===== src/rtl/led_switch_mode_ctrl.sv =====
`default_nettype none
// =============================================================================
// led_switch_mode_ctrl : button-stepped display mode with PASS/INVERT/CHASE/BLINK
// Rev 1.0
// =============================================================================
module led_switch_mode_ctrl #(
  parameter int NUM_MODES = 4,
  parameter int SW_WIDTH  = 8,
  parameter int LED_WIDTH = 8,
  parameter int WRAP      = 1,
  parameter int TICK_DIV  = 25000000,
  localparam int MODE_W   = ($clog2(NUM_MODES) > 1) ? $clog2(NUM_MODES) : 1
) (
  input  logic                 clk,
  input  logic                 rst,
  input  logic                 button_center_db,
  input  logic                 button_up_db,
  input  logic                 button_down_db,
  input  logic [SW_WIDTH-1:0]  switches,
  output logic [MODE_W-1:0]    mode,
  output logic                 mode_changed,
  output logic [LED_WIDTH-1:0] leds
);

  localparam int PS_W = $clog2(TICK_DIV);
  localparam logic [MODE_W-1:0] LAST_MODE = MODE_W'(NUM_MODES - 1);

  localparam logic [1:0] MODE_PASS   = 2'd0;
  localparam logic [1:0] MODE_INVERT = 2'd1;
  localparam logic [1:0] MODE_CHASE  = 2'd2;
  localparam logic [1:0] MODE_BLINK  = 2'd3;

  logic                 prev_center;
  logic                 prev_up;
  logic                 prev_down;
  logic                 inc;
  logic                 dec;
  logic [MODE_W-1:0]    mode_next;
  logic [1:0]           mode_cur;
  logic [1:0]           mode_nxt2;
  logic                 entering;
  logic [PS_W-1:0]      ps_cnt;
  logic                 tick;
  logic [LED_WIDTH-1:0] sw_ext;
  logic [LED_WIDTH-1:0] chase;
  logic                 blink;
  logic [LED_WIDTH-1:0] leds_next;

  assign inc = (button_center_db & ~prev_center) | (button_up_db & ~prev_up);
  assign dec = button_down_db & ~prev_down;

  // 2-bit views keep the mode decode uniform when only one mode bit exists
  assign mode_cur  = 2'(mode);
  assign mode_nxt2 = 2'(mode_next);
  assign entering  = (mode_next != mode);

  // State register: mode, change pulse and button history
  always_ff @(posedge clk) begin
    if (rst) begin
      mode         <= '0;
      mode_changed <= 1'b0;
      prev_center  <= 1'b1;
      prev_up      <= 1'b1;
      prev_down    <= 1'b1;
    end else begin
      mode         <= mode_next;
      mode_changed <= entering;
      prev_center  <= button_center_db;
      prev_up      <= button_up_db;
      prev_down    <= button_down_db;
    end
  end

  // Next-state: simultaneous inc and dec cancel
  always_comb begin
    mode_next = mode;
    if (inc && !dec) begin
      if (mode != LAST_MODE)
        mode_next = mode + 1'b1;
      else if (WRAP != 0)
        mode_next = '0;
    end else if (dec && !inc) begin
      if (mode != '0)
        mode_next = mode - 1'b1;
      else if (WRAP != 0)
        mode_next = LAST_MODE;
    end
  end

  assign tick = (ps_cnt == PS_W'(TICK_DIV - 1));

  always_ff @(posedge clk) begin
    if (rst || tick)
      ps_cnt <= '0;
    else
      ps_cnt <= ps_cnt + 1'b1;
  end

  generate
    if (SW_WIDTH < LED_WIDTH) begin : g_sw_zext
      assign sw_ext = {{(LED_WIDTH - SW_WIDTH){1'b0}}, switches};
    end else begin : g_sw_trunc
      assign sw_ext = switches[LED_WIDTH-1:0];
    end

    if (NUM_MODES > 2) begin : g_chase
      logic [LED_WIDTH-1:0] chase_q;
      always_ff @(posedge clk) begin
        if (rst)
          chase_q <= LED_WIDTH'(1);
        else if (entering && mode_nxt2 == MODE_CHASE)
          chase_q <= LED_WIDTH'(1);
        else if (tick)
          chase_q <= {chase_q[LED_WIDTH-2:0], chase_q[LED_WIDTH-1]};
      end
      assign chase = chase_q;
    end else begin : g_no_chase
      assign chase = '0;
    end

    if (NUM_MODES > 3) begin : g_blink
      logic blink_q;
      always_ff @(posedge clk) begin
        if (rst)
          blink_q <= 1'b1;
        else if (entering && mode_nxt2 == MODE_BLINK)
          blink_q <= 1'b1;
        else if (tick)
          blink_q <= ~blink_q;
      end
      assign blink = blink_q;
    end else begin : g_no_blink
      assign blink = 1'b0;
    end
  endgenerate

  // Output decode from the current mode; leds therefore lag mode by one clk
  always_comb begin
    leds_next = '0;
    case (mode_cur)
      MODE_PASS:   leds_next = sw_ext;
      MODE_INVERT: leds_next = ~sw_ext;
      MODE_CHASE:  leds_next = chase;
      MODE_BLINK:  leds_next = blink ? sw_ext : '0;
    endcase
  end

  always_ff @(posedge clk) begin
    if (rst)
      leds <= '0;
    else
      leds <= leds_next;
  end

endmodule
`default_nettype wire


===== config.mk =====
export PLATFORM = sky130hd
export DESIGN_NAME = led_switch_mode_ctrl
export DESIGN_NICKNAME = d
export VERILOG_FILES = /design/src/rtl/led_switch_mode_ctrl.sv
export SDC_FILE = /design/constraint.sdc
export NUM_CORES = 1
export LEC_CHECK = 0
export CORE_ASPECT_RATIO = 0.75
export CORE_UTILIZATION = 35
export CTS_CLUSTER_SIZE = 14
export DETAILED_ROUTE_END_ITERATION = 8
export GPL_ROUTABILITY_DRIVEN = 0
export PLACE_DENSITY = 0.52
export SLEW_MARGIN = 20
export SYNTH_ARGS = -nofsm -noshare
export SYNTH_HDL_FRONTEND = slang
export SYNTH_SLANG_ARGS = --single-unit

===== constraint.sdc =====
create_clock -name clk -period 2.3 [get_ports clk]
set_input_delay 0.46 -clock clk [delete_from_list [all_inputs] [get_ports clk]]
set_output_delay 0.46 -clock clk [all_outputs]
set_load 0.005 [all_outputs]

=== After elaboration in Yosys (flattened, before gate mapping) ===
Index checks and enable logic that the tools add are counted.

* Bits in registers: 48
* Input bits: 13
* Output and inout port bits: 11
* Word-level logic and storage cells: 46

* Add/sub/neg operators: 3
* Eq/ne operators: 8
* Muxes and demuxes: 6
* Bitwise operators: 9
* Reductions and logical operators: 11

{| class="wikitable"
|+ Operators by type and width
! kind !! count
|-
| $pmux W8 S4 || 1
|-
| $add A25 B1 Y25 const B || 1
|-
| $eq A25 B25 Y1 const B || 1
|-
| $eq A2 B2 Y1 const B || 4
|-
| $mux W2 || 4
|-
| $mux W8 || 1
|-
| $not A8 Y8 || 1
|-
| $logic_and A1 B1 Y1 || 4
|-
| $not A1 Y1 || 4
|-
| $reduce_or A2 Y1 || 2
|-
| $and A1 B1 Y1 || 3
|-
| $add A2 B1 Y2 const B || 1
|-
| $eq A2 B1 Y1 const B || 1
|-
| $logic_not A1 Y1 || 2
|-
| $logic_not A2 Y1 || 1
|-
| $ne A2 B2 Y1 || 1
|-
| $ne A2 B2 Y1 const B || 1
|-
| $reduce_bool A2 Y1 || 1
|-
| $sub A2 B1 Y2 const B || 1
|-
| $logic_or A1 B1 Y1 || 1
|-
| $or A1 B1 Y1 || 1
|}

=== Longest topological paths before layout ===
* Depth after elaboration: 10
* Gate-level depth with buffers: 8
* Depth with buffers taken out: 7

=== Worst setup path after synthesis ===
Ideal clock, no wire load.

* Path kind: flip-flop to flip-flop
* From: register mode[0]
* To: register g_chase.chase_q[0], in the netlist chase[0]
* Setup time: 0.122 ns
* Arrival: 1.829 ns
* Required time: 2.178 ns
* Slack: 0.349 ns
* Stages on the path, launching flop included: 7
* Path buffers: 0
* Clock period less this slack: 1.951 ns
* Cell sequence: dfxtp_1 inv_1 ha_1 o211ai_1 o31ai_4 a21o_2 a221o_1

* Word-level cells in the longest chain between the ends: 7
* Elaborated cells on any way between the ends: 12
* Those cells by class: add/sub: 2; eq/ne: 3; mux: 4; reduce/logical: 3

{| class="wikitable"
|+ RTL lines
! item !! RTL line !! source
|-
| start: declaration || 20 || <nowiki>output logic [MODE_W-1:0] mode,</nowiki>
|-
| start signal: assignment || 66 || <nowiki>mode <= mode_next;</nowiki>
|-
| $sub A2 B1 Y2 / $reduce_bool A2 Y1 (equally long branches) || 84, 83 ||
|-
| $mux W2 || 83 || <nowiki>if (mode != '0)</nowiki>
|-
| $mux W2 || 82 || <nowiki>end else if (dec && !inc) begin</nowiki>
|-
| $mux W2 || 77 || <nowiki>if (inc && !dec) begin</nowiki>
|-
| $ne A2 B2 Y1 / $eq A2 B2 Y1 (equally long branches) || 55, 111 ||
|-
| $logic_and A1 B1 Y1 * || 111 || <nowiki>else if (entering && mode_nxt2 == MODE_CHASE)</nowiki>
|-
| $reduce_or A2 Y1 (no line) * || n/a ||
|-
| end signal: assignment || 114 || <nowiki>chase_q <= {chase_q[LED_WIDTH-2:0], chase_q[LED_WIDTH-1]};</nowiki>
|-
| end: declaration || 107 || <nowiki>logic [LED_WIDTH-1:0] chase_q;</nowiki>
|}

Every way passes the cells marked *; elsewhere a longest branch is shown, timed or not.
A chain may end at the register's enable or synchronous reset.

=== Final worst setup path ===
* From: input port button_up_db
* To: register g_chase.chase_q[0], in the netlist chase[0]

* Word-level cells in the longest chain between the ends: 9
* Elaborated cells on any way between the ends: 11
* Those cells by class: eq/ne: 2; mux: 2; bitwise: 2; reduce/logical: 5

{| class="wikitable"
|+ RTL lines
! item !! RTL line !! source
|-
| start: declaration || 17 || <nowiki>input logic button_up_db,</nowiki>
|-
| $and A1 B1 Y1 * || 49 || <nowiki>assign inc = (button_center_db & ~prev_center) | (button_up_db & ~prev_up);</nowiki>
|-
| $or A1 B1 Y1 * || 49 ||
|-
| $logic_not A1 Y1 || 82 ||
|-
| $logic_and A1 B1 Y1 || 82 ||
|-
| $mux W2 || 82 ||
|-
| $mux W2 * || 77 ||
|-
| $ne A2 B2 Y1 / $eq A2 B2 Y1 (equally long branches) || 55, 111 ||
|-
| $logic_and A1 B1 Y1 * || 111 ||
|-
| $reduce_or A2 Y1 (no line) * || n/a ||
|}

Marks and branches as above.

==> results by group <==
Run status
  • Outcome: complete, no violations

Global route
  • GRT Total Usage: 0.141
  • Vias in the first global route: 1,603
  • Global route overflow: 0
  • First-pass GRT wire length: 7620 microns
  • Initial antenna violation count: 0
  • Pin count of the biggest net entering global routing: 25

Critical path
  • CP Capture Point: chase[0]$_SDFFE_PP1N_
  • Slowest stage cell on the critical path: o21ai_0
  • Crit start category: primary input
  • WP data arrival: between 2000 and 2500 ps
  • Critical path startpoint: button_up_db
  • R2R cell count: 7
  • Max FO, Critical Path: 9
  • Critical path type: primary input to flop
  • Critical path depth: 6
  • Critical Path, Cell by Cell: clkdlybuf4s50_1, nor2b_1, o21ai_0, o21ai_2, a2bb2oi_4, a221o_1
  • WP buf/inv: 1
  • CP top delay family: compound AO/OA/AOI/OAI gates
  • Crit path largest cell delay: roughly 440 ps
  • RR Endpoint: chase[4]$_SDFFE_PP0N_
  • Endpoint class of the critical path: flop
  • R2r startpoint: ps_cnt[0]$_SDFF_PP0_
  • R2R setup slack: 440 ps
  • CP required: 2490 ps

Clock network
  • Clock root buffer: clkbuf_8
  • Clock sinks: 48
  • H-Tree Depth: 2
  • Setup bufs post-CTS: 0
  • Post_cts resized: 0
  • Clock latency on the worst-skew pair: between 200 and 300 ps
  • Hold_buf cts: 0
  • CTS buffer count: 5
  • Maximum clock insertion buffer count: 2
  • CTS tree: done
  • Clock transition at path regs: around 90 ps

Yosys
  • Netlist cell types: 52
  • YS warnings: 0
  • Synth Register Bits: 48
  • Simple-gate share of the synthesized area: 0.287
  • Top cell type's share of synthesized area: 0.415
  • EDFF count, synth: 0
  • Cells after synthesis: 253
  • Post-synth net total: 271
  • Top post-synthesis cells by area: dfxtp_1 (41%), nor2_1 (7.1%), a21oi_1 (5.2%)
  • Post-synth top area cell: dfxtp_1
  • Syn Std Cell Area: roughly 0.0023 sq mm
  • Post-synthesis mux area share: 0.0351
  • Post-synth top cells: dfxtp_1 (48), nor2_1 (44), a21oi_1 (24)
  • Async SR Flop Fraction: 0
  • Synth Area in Adders: 0.0270
  • Main combinational cell family by area after synthesis: simple AND/OR/NAND/NOR gates
  • Syn avg cell area: 9.16 sq um
  • Sequential fraction of the synthesis area: 0.415
  • Most common cell in the netlist: dfxtp_1
  • Synth Area in Compound Gates: 0.106
  • Top FF cell, synth: dfxtp_1
  • Post-Synth XOR/XNOR Area: 0.0907

Placed design
  • Post-Place Setup Slack: 50.8 ps
  • Port Buffers: 23
  • Inst Count DP: approximately 360
  • Dpl hpwl: a little over 3000 microns

Job
  • Max_cap viols: 0

Floorplanning
  • # rows: 25
  • Initial Utilization: 0.365
  • DIE AREA: just under 0.007 sq mm
  • Die Ht: 72.5 microns
  • Num ports: 24
  • Die W: 96.0 microns
  • Core area: 0.00635 sq mm

Cells and area
  • Post-route insts no fill: 364
  • Share of layout cells above drive strength 1: 0.124
  • Nets: 300
  • Post-route core utilization: 0.432
  • Storage cell area: 961 sq um
  • Area growth from synthesis to layout: 18.4%
  • Ant. Diodes: 0
  • Fill cells: 668
  • Footprint of the multi-input gates: roughly 0.0013 sq mm

Power
  • Pleak: between 0.9 and 1 nW
  • VDD IR max: between 0.0003 and 0.0004 V
  • Power per standard cell area: 600 mW/mm^2

Worst hold path
  • Worst hold path type: flop to flop

STA
  • Clock skew: 6.82 ps
  • Final setup violation count: 0
  • Final Slew Violations: 0
  • Peak Freq: between 0.5 and 0.6 GHz
  • Worst slew pin tran: 518 ps
  • Final hold vios: 0
  • Final worst path period need: 1960 ps
  • Period utilization: 0.850
  • Headroom to the max-slew limit: 0.651
  • Post-route setup slack: 344 ps
  • Setup TNS: 0 ps
  • Unrepaired setup endpoints after global routing: no

Drt
  • Post-route ant nets: 0
  • Drc violations: 0
  • Starting DRT DRC Count: 48
  • Via Count: 1,783
  • Vias/cell: a little under 5
  • DR WL/cell: 12.2 microns
  • Routed WL: 4420 microns
  • Pre-antenna DRT Iters: 4
[how the worst min path moves through the flow]
stage	cells after the start	start	slack, ps	to
after global placement	1	ps_cnt[0]$_SDFF_PP0_	450	ps_cnt[0]$_SDFF_PP0_
final	1	ps_cnt[0]$_SDFF_PP0_	470	ps_cnt[0]$_SDFF_PP0_
after floorplan	1	ps_cnt[0]$_SDFF_PP0_	430	ps_cnt[0]$_SDFF_PP0_
after detailed placement	1	ps_cnt[0]$_SDFF_PP0_	450	ps_cnt[0]$_SDFF_PP0_
after global routing	1	ps_cnt[0]$_SDFF_PP0_	500	ps_cnt[0]$_SDFF_PP0_
after CTS	1	ps_cnt[0]$_SDFF_PP0_	470	ps_cnt[0]$_SDFF_PP0_
[routing by layer]
metal  up-vias  GRT usage  share of wire
met5         -          0              0
met4         0     0.0348         0.0099
met3         5     0.0346          0.039
met2        28      0.190           0.38
met1       831      0.218           0.57
li1        919          -              -
[worst reg2reg max path, stage by stage, from the launching register on]
cell and delay (ps):
dfxtp_1 380, ha_1 210, and2_1 210, nand4_1 120
nor3_2 280, buf_4 260, mux2i_1 230, a21oi_1 50
[registers in the layout, summed over array words and instances, names as in the netlist]
name / flops
prev_center: 1
leds: 8
blink: 1
mode: 2
prev_down: 1
prev_up: 1
chase: 8
mode_changed: 1
ps_cnt: 25
[cells by family (layout without fill, tap and decap cells)]
group / Yosys count / in the layout
AND/OR/NAND/NOR: 117 / 117
flip-flops: 48 / 48
AO/OA/AOI/OAI: 37 / 37
XOR/XNOR: 24 / 24
buffers and inverters: 14 / 44
multiplexers: 8 / 8
adder cells (fa/ha/maj): 5 / 5
[report_power, final]
part	switching [mW]	internal (mW)	total (mW)
clock network	0.284	0.245	0.529
logic	0.128	0.123	0.251
registers	0.0104	0.856	0.867
total	0.423	1.22	1.65
[cells in the final DEF (no fill, tap or decap), types with 4 or more instances in the layout]
cell type	instances
dfxtp_1	48
nor2_1	44
a21oi_1	24
clkdlybuf4s50_1	23
nand2_1	19
xor2_1	13
xnor2_1	11
nand2b_1	9
nand3_1	7
mux2i_1	7
buf_4	7
clkbuf_8	6
inv_1	5
ha_1	5
nand4_1	4
[stage by stage]
step | instance area, sq um | power, mW | hold WS, ps
2_1_floorplan | 2320 | 1.03 | 430
5_1_grt | 2740 | 1.74 | 502
3_5_place_dp | 2650 | 1.14 | 453
3_3_place_gp | 2650 | 1.14 | 448
6_report | 2740 | 1.65 | 469
4_1_cts | 2740 | 1.67 | 475
[area by class of cell]
class	instances	share of cell area
multi-input cells	191	0.461
flip-flops and latches	48	0.350
repair buffers	31	0.110
well taps	81	0.0369
clock buffers	7	0.0315
inverters	5	0.00684
clock inverters	1	0.00274
Note: power is estimated with default switching activity, not from simulation.
